File: src/rtl/ec1_controller.sv
// EC-1 control unit: Moore fetch/decode/execute FSM driving the accumulator datapath,
// with Enter-key rising-edge detection for the IN instruction.
module ec1_controller (
  input  logic       clk,
  input  logic       reset,
  input  logic       Enter,
  input  logic [2:0] IR7_5,
  input  logic       A,
  output logic       IRload,
  output logic       PCload,
  output logic       JNZmux,
  output logic       INmux,
  output logic       Aload,
  output logic       OutE,
  output logic       Halt,
  output logic [2:0] state
);

  typedef enum logic [2:0] {
    S_START  = 3'b000,
    S_FETCH  = 3'b001,
    S_DECODE = 3'b010,
    S_INPUT  = 3'b011,
    S_OUTPUT = 3'b100,
    S_DEC    = 3'b101,
    S_JNZ    = 3'b110,
    S_HALT   = 3'b111
  } state_t;

  state_t state_reg, state_next;
  logic   enter_q_reg;
  logic   enter_edge;

  // A key already down on entry to INPUT shows no edge, so it must be re-pressed.
  assign enter_edge = Enter & ~enter_q_reg;

  always_ff @(posedge clk) begin
    if (reset) begin
      state_reg   <= S_START;
      enter_q_reg <= 1'b0;
    end else begin
      state_reg   <= state_next;
      enter_q_reg <= Enter;
    end
  end

  always_comb begin
    state_next = state_reg;
    IRload     = 1'b0;
    PCload     = 1'b0;
    JNZmux     = 1'b0;
    INmux      = 1'b0;
    Aload      = 1'b0;
    OutE       = 1'b0;
    Halt       = 1'b0;
    unique case (state_reg)
      S_START: state_next = S_FETCH;
      S_FETCH: begin
        IRload     = 1'b1;
        PCload     = 1'b1;
        state_next = S_DECODE;
      end
      S_DECODE: begin
        unique case (IR7_5)
          3'b000:  state_next = S_INPUT;
          3'b001:  state_next = S_OUTPUT;
          3'b010:  state_next = S_DEC;
          3'b011:  state_next = S_JNZ;
          default: state_next = S_HALT;
        endcase
      end
      S_INPUT: begin
        INmux = 1'b1;
        Aload = enter_edge;
        if (enter_edge) state_next = S_FETCH;
      end
      S_OUTPUT: begin
        OutE       = 1'b1;
        state_next = S_FETCH;
      end
      S_DEC: begin
        Aload      = 1'b1;
        state_next = S_FETCH;
      end
      S_JNZ: begin
        // Zero accumulator leaves the already-incremented PC in place.
        JNZmux     = 1'b1;
        PCload     = ~A;
        state_next = S_FETCH;
      end
      S_HALT: begin
        Halt = 1'b1;
        OutE = 1'b1;
      end
      default: state_next = S_START;
    endcase
  end

  assign state = state_reg;

endmodule

File: config.mk
export PLATFORM = sky130hd
export DESIGN_NAME = ec1_controller
export DESIGN_NICKNAME = d
export VERILOG_FILES = /design/src/rtl/ec1_controller.sv
export SDC_FILE = /design/constraint.sdc
export NUM_CORES = 1
export LEC_CHECK = 0
export CAP_MARGIN = 20
export CORE_AREA = 4 4 41 43
export CTS_CLUSTER_SIZE = 25
export DETAILED_ROUTE_END_ITERATION = 10
export DIE_AREA = 0 0 45 47
export PLACE_DENSITY_LB_ADDON = 0.15
export SLEW_MARGIN = 10
export SYNTH_ARGS = -nofsm -noshare
export SYNTH_HDL_FRONTEND = slang
export SYNTH_SLANG_ARGS = --single-unit
File: constraint.sdc
create_clock -name clk -period 1.6 [get_ports clk]
set_input_delay 0.16 -clock clk [delete_from_list [all_inputs] [get_ports clk]]
set_output_delay 0.16 -clock clk [all_outputs]
set_load 0.005 [all_outputs]
### After elaboration in Yosys (flattened, before gate mapping)

Index checks and enable logic that the tools add are counted.

| cells by class | value |
|---|---|
| equality and inequality tests | 11 |
| multiplexer cells | 10 |
| bitwise gates (word level) | 3 |
| reductions and logical operators | 6 |

Operators by type and width:

| kind | number |
|---|---|
| 3-bit one-hot mux with 4 select lines | 2 |
| 3-bit by 2-bit == test with 1-bit output, second input constant | 4 |
| 3-bit == test, second input constant | 4 |
| 3-bit by 1-bit == test with 1-bit output, second input constant | 2 |
| 3-bit logical NOT | 2 |
| 1-bit 2-to-1 mux | 5 |
| 1-bit one-hot mux with 2 select lines | 2 |
| 4-bit nonzero test | 1 |
| 4-bit OR reduction | 1 |
| 3-bit 2-to-1 mux | 1 |
| 2-bit inequality test, second input constant | 1 |
| 1-bit inverter | 2 |
| 2-bit AND reduction | 1 |
| 2-bit OR reduction | 1 |
| 1-bit bitwise AND | 1 |

| storage, ports and cells | value |
|---|---|
| flip-flop bits (word level) | 4 |
| input bits | 7 |
| logic and storage cells | 32 |

### Longest topological paths before layout

Gate-level depths: netlist of run 1.

| logic depth | value |
|---|---|
| depth after elaboration | 4 |
| gate-level depth with buffers | 4 |
| gate-level depth less buffers | 3 |

### Worst setup path after synthesis of run 1

No wires, ideal clock.

| path | value |
|---|---|
| kind | reg-to-output |
| start point | register state_reg[2] (netlist: state[2]) |
| end point | output port PCload |
| arrival | 863 ps |
| required time | 1,440 ps |
| slack | 577 ps |
| stages on the path, launching flop included | 4 |
| path through | dfxtp_1 > inv_2 > nor3b_2 > a21o_1 |

| between the ends | value |
|---|---|
| word-level cells in the longest chain between the ends | 2 |

RTL lines:

| what | line | RTL |
|---|---|---|
| start: declaration | 30 | `state_t state_reg, state_next;` |
| start signal: assignment | 42 | `state_reg <= state_next;` |
| 3-bit == test / 3-bit by 1-bit == test with 1-bit output (equally long branches) | 56 | `unique case (state_reg)` |
| 1-bit one-hot mux with 2 select lines (*) | 56 |  |
| end: declaration | 10 | `output logic PCload,` |

Mark *: on every way between the ends. The rest lies on a longest branch, timed or not.

### Final worst setup path of run 1

| path | value |
|---|---|
| start point | register state_reg[0] (netlist: state[0]) |
| end point | output port Halt |

| between the ends | value |
|---|---|
| word-level cells in the longest chain between the ends | 2 |

RTL lines:

| what | line | RTL |
|---|---|---|
| 3-bit == test | 56 |  |
| 1-bit 2-to-1 mux | 56 |  |
| end: declaration | 15 | `output logic Halt,` |

Every way passes these cells.

==> results of run 1 <==
[worst max-delay path: cells and delay by family, from the launching register on]
family	cells	cell delay, ns
buf+inv	1	0.49
flops	1	0.40
simple gates	1	0.20
[through the flow]
stage	instance area [um2]	hold WS [ns]
final	502	0.527
after global routing	502	0.555
after CTS	482	0.523
after detailed placement	449	0.597
after global placement	449	0.579
after floorplan	267	0.229
[cells in the final DEF (no fill, tap or decap), types with 2 or more instances in the layout]
cell type,count
dfxtp_4,3
nand2_1,2
clkdlybuf4s50_1,11
buf_4,3
nor2_1,3
dlymetal6s2s_1,4
a21oi_1,4
clkbuf_4,3
[worst paths after layout]
path	end	start	slack, ns
max	Halt	state[0]$_SDFFE_PP0P_	0.12
min	enter_q_reg$_SDFF_PP0_	Enter	0.53
max reg2reg	state[1]$_SDFFE_PP0P_	state[1]$_SDFFE_PP0P_	0.62
min reg2reg	state[2]$_SDFFE_PP0P_	state[0]$_SDFFE_PP0P_	0.54
[repair_timing]
item                       in CTS  in global routing
setup endpoints to repair       7                  4
setup buffers                   0                  0
resized for setup               7                  6
pin swaps                       0                  4
hold buffers                    0                  0
[where the power goes]
part           leakage, nW  switching, mW  total, mW  internal [mW]
sequential          0.0350         0.0168      0.126          0.109
combinational        0.214         0.0368      0.108         0.0712
clock               0.0138         0.0383      0.122         0.0837
total                0.263         0.0919      0.356          0.264
[layout make-up]
| cell class | count | area (um2) | area share, % |
|---|---|---|---|
| Tap cell | 15 | 18.8 | 3.74 |
| Clock buffer | 3 | 22.5 | 4.49 |
| Sequential cell | 4 | 91.3 | 18.2 |
| Inverter | 2 | 7.51 | 1.50 |
| Timing Repair Buffer | 19 | 191 | 38.2 |
| Multi-Input combinational cell | 25 | 170 | 33.9 |
[metal layers]
metal | share of wire, % | track usage, % | up-vias
li1 | - | - | 155
met1 | 37 | 8.84 | 139
met2 | 54 | 15.5 | 11
met3 | 8.9 | 5.75 | 0
met4 | 0 | 3.51 | 0
met5 | 0 | 0 | -
[kinds of logic after synthesis]
logic type             count (synthesis)  synth area share, %
flip-flops                             4                 30.0
AND/OR/NAND/NOR                       15                 34.7
AO/OA/AOI/OAI                          8                 18.3
XOR/XNOR                               1                 3.29
buffers and inverters                  4                 9.86
multiplexers                           1                 3.76
==> impl_results.md, run 1 <==
- Mean Syn Cell Area: 8.08 um2
- Worst setup margin: 0.119 ns
- Die area: 2120 um2
- Setup TNS: 0 ns
- CTS tree: yes
- Fin nets: 62
- Min Tclk post-route: 1.48 ns
- CTS buffer count: 3
- Pwr/cell area: 710 nW/um2
- Max Clk Rate: 675 MHz
- Syn Nets: 40
- Synth Flop Type: dfxtp_1
- Vias per std cell: 4.49
- Synth warnings: 0
- Post-synthesis instance total: 33
- DRC violations left: 0
- Via count: 305
- First-pass GRT wire length: 1310 um
- Worst-path fanout max: 11
- Layout area overhead: 88.3%
- Starting Density: 20.5%
- Pre-CTS WS: -0.0600 ns
- Share of the synthesized area in the top cell type: 30.0%
- DRT antenna net count: 0
- Chip height: 47 um
- Top cells by area, synth: dfxtp_1 (30%), a21oi_1 (7.5%), nor2_1 (5.6%), nand2b_1 (4.7%), nor3b_2 (4.7%)
- Status: complete, no violations
- Number of flip-flops in the largest register: 3
- Unrepaired setup endpoints after global routing: false
- CTS clock-pin slew for the worst setup and hold paths: 0.04 ns
- Synth cell types: 22
- Hpwl dp: 616 um
- Total congestion overflow: 0
- Endpoints failing setup: 0
- Post-synth EDFFs: 0
- Total chip power: 0.356 mW
- Row count: 13
- Max Cap Viol: 0
- Post-Layout Cell Count: 68
- DRT Wirelength: 756 um
- Layout cell share with drive strength beyond 1: 26.4%
- Leak: 0.263 nW
- Clk root buf: clkbuf_4
- Crit-path slowest cell: clkdlybuf4s50_1
- #FFs+latches synth: 4
- Top cells by count, synth: a21oi_1 (4), dfxtp_1 (4), nor2_1 (4)
- Relative slew slack: 86.0%
- Worst R2R Path Depth: 4
- CP endpoint kind: output port
- Diode count: 0
- Worst skew pair latency: 0.23 ns
- Worst EP required: 1.44 ns
- Async set-reset flop share out of synthesis: 0%
- Hold Crit Depth: 2
- Tightest Pin Transition: 0.208 ns
- WL per Instance: 11.1 um
- Placed cells: 65
- Fillers: 143
- I/O Buffers: 16
- Post-Syn Area: 267 um2
- Peak supply drop: 469 uV
- Endpoints failing hold: 0
- Post-synthesis sequential area ratio: 30.0%
- Iteration-0 DRC Markers: 5
- Fin util: 38.6%
- All-Layer GR Usage: 9.08%
- DRT Pass-1 Iters: 2
- H-tree levels: 1
- Final period util: 92.6%
- Setup Crit Path Kind: reg -> out
- Vias in the first global route: 307
- Largest area contributor in the netlist: dfxtp_1
- # clock sinks: 4
- CP startpoint kind: flip-flop
- Gpl congestion: 0.739
- Die W: 45 um
- Worst Hold Class: in -> reg
- Initial antenna violation count: 0
- Critical Path, Cell by Cell: and3_2, clkdlybuf4s50_1
- Boundary Pins: 17
- Core area: 1300 um2
- Max Slew Vio Count: 0
- Pin count of the biggest net entering global routing: 12
- Critical Path Max Stage Delay: 0.49 ns
- Worst path arrival time: 1.32 ns
- Max clock buf depth: 2
- Clk_skew: 0.00320 ns
(Power assumes the default switching activity.)
==> run 2: changes to the inputs <==
--- a/config.mk
+++ b/config.mk
@@ -11,6 +11,7 @@
 export DETAILED_ROUTE_END_ITERATION = 10
 export DIE_AREA = 0 0 45 47
 export PLACE_DENSITY_LB_ADDON = 0.15
+export REMOVE_ABC_BUFFERS = 1
 export SLEW_MARGIN = 10
 export SYNTH_ARGS = -nofsm -noshare
 export SYNTH_HDL_FRONTEND = slang
==> constraint.sdc (replaced) <==
create_clock -name clk -period 1.21 [get_ports clk]
set_input_delay 0.121 -clock clk [delete_from_list [all_inputs] [get_ports clk]]
set_output_delay 0.121 -clock clk [all_outputs]
set_load 0.005 [all_outputs]
==> run 2 against run 1 <==
Effect of this change: clock skew shrank 0.00089 ns; cell count grew 10%; die area is the same; clock power grew 31%; sequential power grew 33%; register-to-register slack lost 0.49 ns; worst setup slack lost 0.16 ns; largest power group is now combinational logic; highest routed layer is now met4; utilization grew 2.4 points; the flow now finishes with violations (negative setup slack); routed wire length grew 20%; count of clock-buffer cells in the layout is the same.
==> impl_results.md, run 2 (synthesis gave the netlist of run 1 again) <==
- Status: complete, but fails checks
- Failing checks: negative setup slack
- Starting Density: 20.5%
- Pin count of the biggest net entering global routing: 10
- Most common cell after layout, fill and taps aside: buf_4
- R2R Setup Slk: 0.13 ns
- Total congestion overflow: 0
- Worst setup margin: -0.0450 ns
- WL per Instance: 12.1 um
- CTS buffer count: 3
- Vias in the first global route: 357
- CP startpoint kind: flip-flop
- CTS tree: yes
- Max Cap Viol: 0
- Max Clk Rate: 797 MHz
- Hpwl dp: 580 um
- Clk_skew: 0.00231 ns
- # clock sinks: 4
- Max Slew Vio Count: 0
- Via count: 329
- Post-Layout Cell Count: 75
- Row count: 13
- Met2 Routed Length: 474 um
- DP Area: 472 um2
- Max clock buf depth: 2
- Metal-1 WL: 342 um
- Peak supply drop: 505 uV
- Final period util: 104%
- Tightest Pin Transition: 0.195 ns
- All-Layer GR Usage: 9.86%
- Worst Hold Class: in -> reg
- Diode count: 0
- Layout cell share with drive strength beyond 1: 48.3%
- Worst EP required: 1.09 ns
- Routed wl met3: 74 um
- Core area: 1300 um2
- Unrepaired setup endpoints after global routing: true
- Clk root buf: clkbuf_4
- Worst path arrival time: 1.13 ns
- Vias per std cell: 4.39
- Endpoints failing hold: 0
- Min Tclk post-route: 1.26 ns
- Most frequent cells in the layout: buf_4 (7), clkdlybuf4s50_1 (6), buf_2 (5)
- Fin nets: 69
- Layout area overhead: 100%
- Hold Slack: 0.483 ns
- Worst-path fanout max: 4
- Die W: 45 um
- Pwr/cell area: 960 nW/um2
- Endpoints failing setup: 2
- Total chip power: 0.512 mW
- Placed cells: 68
- Die area: 2120 um2
- First-pass GRT wire length: 1480 um
- Final Cell Area: 533 um2
- DRT Pass-1 Iters: 3
- Top sig layer: met4
- Iteration-0 DRC Markers: 2
- Leak: 0.262 nW
- Setup Crit Path Kind: reg -> out
- H-tree levels: 1
- Gpl congestion: 0.748
- DRC violations left: 0
- Relative slew slack: 86.9%
- CP endpoint kind: output port
- DRT antenna net count: 0
- Number of flip-flops in the largest register: 3
- Boundary Pins: 17
- I/O Buffers: 16
- DRT Wirelength: 908 um
- Initial antenna violation count: 0
- Chip height: 47 um
- CTS clock-pin slew for the worst setup and hold paths: 0.03 ns
- Worst skew pair latency: 0.23 ns
[run 2: cell types whose count changed in the layout (fill, tap and decap cells not counted), sizes merged]
cell           delta
clkbuf            +2
dlygate4sd2       +2
buf              +12
clkdlybuf4s50     -5
dlymetal6s2s      -4
[run 2: report_power, final]
group	switching [mW]	internal [mW]
logic	0.0689	0.117
clock network	0.0493	0.111
registers	0.0208	0.146
total	0.139	0.373
[run 2: critical path, stage by stage, from the launching register on]
cell and delay [ns]:
dfxtp_4 0.35, buf_6 0.12, or2_1 0.21, a21oi_2 0.11, buf_2 0.12
[run 2: repair_timing]
| action | 4_1_cts | 5_1_grt |
|---|---|---|
| hold buffers | 0 | 0 |
| resized for setup | 35 | 9 |
| cloned | 0 | 0 |
| endpoints found under the setup margin | 10 | 7 |
| buffers inserted | 4 | 0 |
| pin swaps | 4 | 2 |
[run 2: path summary, 6_finish.rpt]
| kind | startpoint | endpoint | depth (start not counted) |
|---|---|---|---|
| setup reg to reg | state[1]$_SDFFE_PP0P_ | state[0]$_SDFFE_PP0P_ | 6 |
| hold / removal | Enter | enter_q_reg$_SDFF_PP0_ | 2 |
| setup / recovery | state[1]$_SDFFE_PP0P_ | OutE | 4 |
| hold reg to reg | state[2]$_SDFFE_PP0P_ | state[2]$_SDFFE_PP0P_ | 3 |
[run 2: per-stage QoR]
stage                     utilization [%]  TNS [ns]  worst slack, ns
after global routing                 41.0    -0.258          -0.0911
after floorplan                         -         0            0.226
after detailed placement             36.3     -1.36           -0.355
final                                41.0   -0.0824          -0.0450
after CTS                            40.5    -0.189          -0.0593
after global placement               36.3     -1.34           -0.346
[run 2: final cells by class]
cell class,instances,area (um2)
Sequential cell,4,88.8
Clock buffer,3,22.5
Timing Repair Buffer,26,208
Fill cell,156,768
Inverter,2,10.0
Tap cell,15,18.8
Multi-Input combinational cell,25,185
[run 2: metal layers]
metal,track usage (%),vias to the layer above
met3,1.15,2
met4,7.02,0
met2,18.6,15
met5,0,-
met1,9.95,143
li1,-,169
